### config.mk
export PLATFORM = sky130hd
export DESIGN_NAME = zbus_io_responder
export DESIGN_NICKNAME = d
export VERILOG_FILES = /design/src/rtl/zbus_io_responder.sv
export SDC_FILE = /design/constraint.sdc
export NUM_CORES = 1
export LEC_CHECK = 0
export ABC_AREA = 1
export CORE_MARGIN = 4
export CORE_UTILIZATION = 40
export CTS_CLUSTER_DIAMETER = 40
export DETAILED_ROUTE_END_ITERATION = 7
export PLACE_DENSITY_LB_ADDON = 0.3
export SYNTH_ARGS = -nofsm -noshare
export SYNTH_HDL_FRONTEND = slang
export SYNTH_SLANG_ARGS = --single-unit
export TNS_END_PERCENT = 1
### constraint.sdc
create_clock -name clk -period 1.65 [get_ports clk]
set_input_delay 0.165 -clock clk [delete_from_list [all_inputs] [get_ports clk]]
set_output_delay 0.165 -clock clk [all_outputs]
set_load 0.02 [all_outputs]
### src/rtl/zbus_io_responder.sv
// zbus_io_responder: Z80 I/O-cycle target that turns synchronised IORQ/RD/WR strobes into one-clk register strobes
module zbus_io_responder #(
    parameter logic [7:0] PORT_LO  = 8'hAB,
    parameter int         REG_BITS = 3
) (
    input  logic                clk,
    input  logic                rst,
    input  logic [15:0]         za,
    input  logic [7:0]          zd_in,
    output logic [7:0]          zd_out,
    output logic                zd_oe,
    input  logic                ziorq_n,
    input  logic                zrd_n,
    input  logic                zwr_n,
    input  logic                zm1_n,
    output logic [REG_BITS-1:0] reg_addr,
    output logic [7:0]          reg_wdata,
    output logic                reg_wr,
    output logic                reg_rd,
    input  logic [7:0]          reg_rdata
);
    typedef enum logic [1:0] {WAIT_IDLE, IDLE, RD_REQ, HOLD} state_t;
    state_t     state_q;
    logic [1:0] iorq_q, rd_q, wr_q, m1_q;
    logic       oe_q, armed_q;
    logic       s_iorq_n, s_rd_n, s_wr_n, s_m1_n;
    logic       hit, s_idle, first_idle;
    logic       unused_za;
    assign s_iorq_n   = iorq_q[1];
    assign s_rd_n     = rd_q[1];
    assign s_wr_n     = wr_q[1];
    assign s_m1_n     = m1_q[1];
    assign s_idle     = s_iorq_n & s_rd_n & s_wr_n;
    assign first_idle = iorq_q[0] & rd_q[0] & wr_q[0];
    assign hit        = !s_iorq_n && s_m1_n && za[7:0] == PORT_LO;
    assign zd_oe      = oe_q & !zrd_n & !ziorq_n;
    assign unused_za  = ^za[15:8];
    // Two-flop synchronisers for the asynchronous Z80 strobes, idle-high out of reset
    always_ff @(posedge clk) begin
        if (rst) begin
            iorq_q <= 2'b11;
            rd_q   <= 2'b11;
            wr_q   <= 2'b11;
            m1_q   <= 2'b11;
        end else begin
            iorq_q <= {iorq_q[0], ziorq_n};
            rd_q   <= {rd_q[0], zrd_n};
            wr_q   <= {wr_q[0], zwr_n};
            m1_q   <= {m1_q[0], zm1_n};
        end
    end
    // Cycle FSM; armed_q blocks the first post-reset cycle, when both sync stages still hold their reset ones
    always_ff @(posedge clk) begin
        if (rst) begin
            state_q   <= WAIT_IDLE;
            armed_q   <= 1'b0;
            reg_wr    <= 1'b0;
            reg_rd    <= 1'b0;
            oe_q      <= 1'b0;
            zd_out    <= 8'hFF;
            reg_addr  <= '0;
            reg_wdata <= 8'h00;
        end else begin
            armed_q <= 1'b1;
            reg_wr  <= 1'b0;
            reg_rd  <= 1'b0;
            case (state_q)
                WAIT_IDLE: if (armed_q && s_idle && first_idle) state_q <= IDLE;
                IDLE: begin
                    if (hit && !s_wr_n && s_rd_n) begin
                        reg_addr  <= za[8 +: REG_BITS];
                        reg_wdata <= zd_in;
                        reg_wr    <= 1'b1;
                        state_q   <= HOLD;
                    end else if (hit && !s_rd_n && s_wr_n) begin
                        reg_addr <= za[8 +: REG_BITS];
                        reg_rd   <= 1'b1;
                        state_q  <= RD_REQ;
                    end else if (hit && !s_rd_n && !s_wr_n) begin
                        state_q <= HOLD;
                    end
                end
                RD_REQ: begin
                    zd_out  <= reg_rdata;
                    oe_q    <= 1'b1;
                    state_q <= HOLD;
                end
                default: begin
                    if (s_idle) begin
                        oe_q    <= 1'b0;
                        state_q <= IDLE;
                    end
                end
            endcase
        end
    end
endmodule

After elaboration in Yosys (flattened, before gate mapping)
Cells that the tools add are included.
{ "totals": {"input_bits": 38, "out_inout_bits": 22, "latchBits": 0, "romBits": 0, "ram_bits": 0, "ff_bits": 33, "mem_count": 0} }
{ "classes": {"div_mod_pow": 0, "n_bitwise": 8, "muxes": 13, "eq_ne": 5, "n_reduce_logical": 25, "addsub": 0, "shifts": 0, "multipliers": 0, "magnitude_cmp": 0} }
{ "ops": {"columns": ["operator", "n"], "rows": [
  ["$mux 2", 5],
  ["$logic_and 1x1->1", 9],
  ["$eq 8x8->1 const B", 1],
  ["$and 1x1->1", 6],
  ["$mux 3", 2],
  ["$pmux 2 s3", 1],
  ["$reduce_and 2->1", 3],
  ["$logic_not 1->1", 5],
  ["$mux 1", 4],
  ["$ne 4x4->1 const B", 1],
  ["$reduce_bool 2->1", 2],
  ["$reduce_bool 4->1", 1],
  ["$reduce_or 2->1", 2],
  ["$reduce_and 3->1", 1],
  ["$reduce_or 3->1", 1],
  ["$eq 2x1->1 const B", 1],
  ["$eq 2x2->1 const B", 1],
  ["$logic_not 2->1", 1],
  ["$ne 2x2->1 const B", 1],
  ["$not 1->1", 2],
  ["$pmux 1 s2", 1]
]} }

Depth between registers and ports, before layout
{ "logic_depth": {"depth_word": 9, "ltp_mapped": 10, "depth_no_buf": 10} }

Worst setup path after synthesis
Ideal clock, no wire load.
{ "synth_path": {"kind": "reg2reg", "from": "reg state_q[0]", "to": "reg state_q[0]", "t_required_ps": 1537, "path_slack_ps": 202, "path_stages_with_launch": 10, "n_path_buf": 1, "setup_ps": 113, "t_arrival_ps": 1335, "path_cell_list": "dfxtp_1 > inv_1 > ha_1 > buf_4 > clkinv_1 > a21oi_1 > o21a_1 > nand3_1 > nor2_1 > nor2_1"} }
{ "synth_between": {"elab_chain_len": 3, "word_cells_on_any_way": 8, "cone_classes": "eq/ne: 4; mux: 1; reduce/logical: 3"} }
{ "synth_rtl": {"columns": ["item", "line_no", "source"], "rows": [
  ["start, declared", "23", "state_t state_q;"],
  ["start signal, assigned", "55", "state_q <= WAIT_IDLE;"],
  ["start signal, assigned", "68", "WAIT_IDLE: if (armed_q && s_idle && first_idle) state_q <= IDLE;"],
  ["start signal, assigned", "74", "state_q <= HOLD;"],
  ["$eq 2x1->1 (tied with other cells)", "67", "case (state_q)"],
  ["$ne 4x4->1 (no source line) (tied with other cells)", null, null],
  ["$reduce_and 3->1 (no source line)", null, null]
]} }
Parallel ways exist; a longest one is shown, timed or not.
A chain may end at the register's enable or synchronous reset.

Final worst setup path
{ "layout_path": {"from": "reg reg_wdata[3]", "to": "out reg_wdata[3]"} }
{ "layout_rtl": {"columns": ["item", "line_no", "source"], "rows": [
  ["start, declared", "17", "output logic [7:0] reg_wdata,"],
  ["start signal, assigned", "72", "reg_wdata <= zd_in;"]
]} }
No word-level cell between the ends.

==> flow_summary.yaml <==
placement:
  io_buffers: 54
  place_congestion: 0.846
  place_hpwl_mm: 2.46
  dpl_worst_slack_ns: 0.00657
outcome:
  outcome: "completed"
floorplan:
  coreArea_um2: 3150
  die_h_um: 66.4
  dieArea_um2: 4410
  rows: 20
  num_io_pins: 60
  dieWidth_um: 66.4
  start_util: 0.433
sta:
  rsz0062_at_grt: "false"
  post-route-min-period_ns: 1.46
  setup_tns_ns: 0
  slew_viol_final: 0
  relSlewSlack: 0.839
  fmax_mhz: 683
  fin_crit_sh: 0.887
  hold_ws_ns: 0.383
  setup_slack_ns: 0.187
  setup_viol: 0
  tightest_slew_ns: 0.240
  finalHoldViolations: 0
  fin_worst_skew_ns: 0.0176
clocking:
  post_cts_buffers: 0
  hold_buffers: 0
  cts_made_buffers: 5
  clockRootBuffer: "clkbuf_4"
  cts_tree: "done"
  insertion_delay_ns: 0.34
  cts_max_level: 2
  cts_num_sinks: 33
  cts_buffer_depth: 2
  path_clk_slew_ns: 0.11
final_layout:
  nets: 278
  fin_util: 0.649
  drive_gt1_frac: 0.143
  multi_input_area_um2: 604
  regArea_um2: 661
  antenna_cells: 0
  layout_commonest_cell: "clkdlybuf4s50_1"
  area_delta_synth_final_pct: 50.0
  layout_common_cells: "clkdlybuf4s50_1 (53), nand2_1 (36), dfxtp_1 (33), nor2_1 (29), inv_1 (13)"
  fillers: 305
synth:
  synthMuxAreaShare: 0
  synth_nets: 213
  synth_top_family_by_area: "simple AND/OR/NAND/NOR gates"
  synth_compound_area_frac: 0.0569
  synth_cell_types: 24
  synth-seq-cells: 33
  syn_area_um2: 1360
  synth_fa_ha_area_frac: 0.0275
  synth_xor_area_frac: 0
  syn_area_per_cell_um2: 7.93
  syn-instance-count: 172
  synth-simple-area-share: 0.359
  yosys_warnings: 0
  yosysSeqAreaShare: 0.484
worst_setup_path:
  path_class: "reg2out"
  r2r_start: "state_q[1]$_SDFFE_PP0P_"
  start_kind: "flop"
  crit_fanout: 2
  crit_buf_inv: 1
  cp_cell_sequence: "clkdlybuf4s50_1"
  critPathSlowestCell: "clkdlybuf4s50_1"
  cp_top_family: "buffers and inverters"
  r2r_slack_ns: 0.32
  reg2reg_to: "state_q[0]$_SDFFE_PP0P_"
  reg2regPathDepth: 8
  crit_arrival_ns: 1.30
  crit_required_ns: 1.48
  critPathMaxStageDelay_ns: 0.61
  endpoint_kind: "output pin"
detailed_routing:
  drc: 0
  vias: 1253
  ant_nets: 0
  drt-initial-drc-count: 51
  wl_per_cell_um: 10.9
  wirelength_mm: 3.07
  viasPerCell: 4.44
  drt_pass1_iterations: 4
grt:
  grt_pass1_wl_mm: 5.20
  grt_max_degree: 12
  track_usage: 0.156
  antenna_found_initial: 0
  grt_overflow_total: 0
  grt_pass1_vias: 1281
hold_path:
  whs_path_depth: 2
  hp-class: "in2reg"
  min_from: "zm1_n"
  worstHoldEndpoint: "m1_q[0]$_SDFF_PP1_"
power_and_ir_drop:
  ir_drop_uv: 620
  power_per_cell_area_nw_per_um2: 782
  leakagePower_nw: 0.931
flow_run:
  maxCapViolCount: 0
## through the flow
step / power, W / instances / cell area (µm²)
2_1_floorplan: 0.00104 / 172 / 1360
3_3_place_gp: 0.00119 / 274 / 1990
3_5_place_dp: 0.00120 / 274 / 1990
4_1_cts: 0.00163 / 282 / 2040
5_1_grt: 0.00170 / 282 / 2050
6_report: 0.00160 / 282 / 2050
## kinds of logic (layout without fill, tap and decap cells)
logic type | after synthesis | in the layout
compound gates | 15 | 15
fa+ha+maj | 3 | 3
buf+inv | 21 | 87
flops | 33 | 33
simple gates | 100 | 100
## layer usage
metal  track usage  part of all wire
met5             0                 0
met4        0.0736             0.019
met3        0.0748             0.090
met2         0.273              0.47
met1         0.154              0.42
## cell usage after synthesis
master / n / area (µm²)
nor2_2: 3 / 18.8
buf_2: 1 / 5.00
nand3_1: 12 / 60.1
nand3b_1: 3 / 22.5
nor2_4: 1 / 11.3
nand2_2: 2 / 12.5
nand2_1: 36 / 135
clkbuf_1: 2 / 7.51
nand4_1: 4 / 25.0
o21a_1: 1 / 7.51
or2_2: 7 / 43.8
nand4_4: 1 / 21.3
a21oi_1: 6 / 30.0
buf_6: 2 / 22.5
buf_4: 1 / 7.51
nand3b_4: 1 / 20.0
nor2_1: 29 / 109
clkinv_1: 1 / 3.75
o21ai_0: 8 / 40.0
inv_2: 1 / 3.75
nand3_2: 1 / 10.0
inv_1: 13 / 48.8
dfxtp_1: 33 / 661
ha_1: 3 / 37.5
## report_power, final
group,switching (W),leakage [nW],internal [W],total [W]
sequential,0.0000195,0.269,0.000834,0.000853
clock,0.000262,0.0320,0.000162,0.000424
combinational,0.000154,0.630,0.000170,0.000324
## registers in the layout, indices dropped and copies added (netlist names)
signal     flops
wr_q           2
reg_rd         1
zd_out         8
oe_q           1
reg_wr         1
reg_addr       3
m1_q           2
reg_wdata      8
rd_q           2
armed_q        1
iorq_q         2
state_q        2
## repair_timing
action / CTS / global route
gates resized for setup: 0 / 1
endpoints found under the hold margin: 0 / 0
endpoints found under the setup margin: 0 / 1
## area by class of cell
type | count | area share
Multi-Input combinational cell | 118 | 0.295
Sequential cell | 33 | 0.323
Clock buffer | 6 | 0.0202
Tap cell | 44 | 0.0269
Clock inverter | 2 | 0.00489
Inverter | 15 | 0.0275
Timing Repair Buffer | 64 | 0.302
## worst register-to-register path, cell delays in order, from the launching register on
cell and delay [ns]:
dfxtp_1 0.34, inv_1 0.07, ha_1 0.24, inv_1 0.06, a21oi_1 0.14, o21a_1 0.14, nand3_1 0.10, nor2_1 0.11
nor2_1 0.05
## worst max-delay path by stage
stage | start | end | slack [ns] | depth (start not counted)
final | reg_wdata[3]$_SDFFE_PP0P_ | reg_wdata[3] | 0.19 | 1
after global routing | zd_out[7]$_SDFFE_PP1P_ | zd_out[7] | 0.12 | 1
after CTS | oe_q$_SDFFE_PP0P_ | zd_oe | 0.04 | 3
after detailed placement | za[7] | state_q[0]$_SDFFE_PP0P_ | 0.007 | 11
after global placement | za[7] | state_q[0]$_SDFFE_PP0P_ | 0.05 | 11
after floorplan | state_q[0]$_SDFFE_PP0P_ | state_q[0]$_SDFFE_PP0P_ | 0.20 | 9
(Power assumes the default switching activity.)
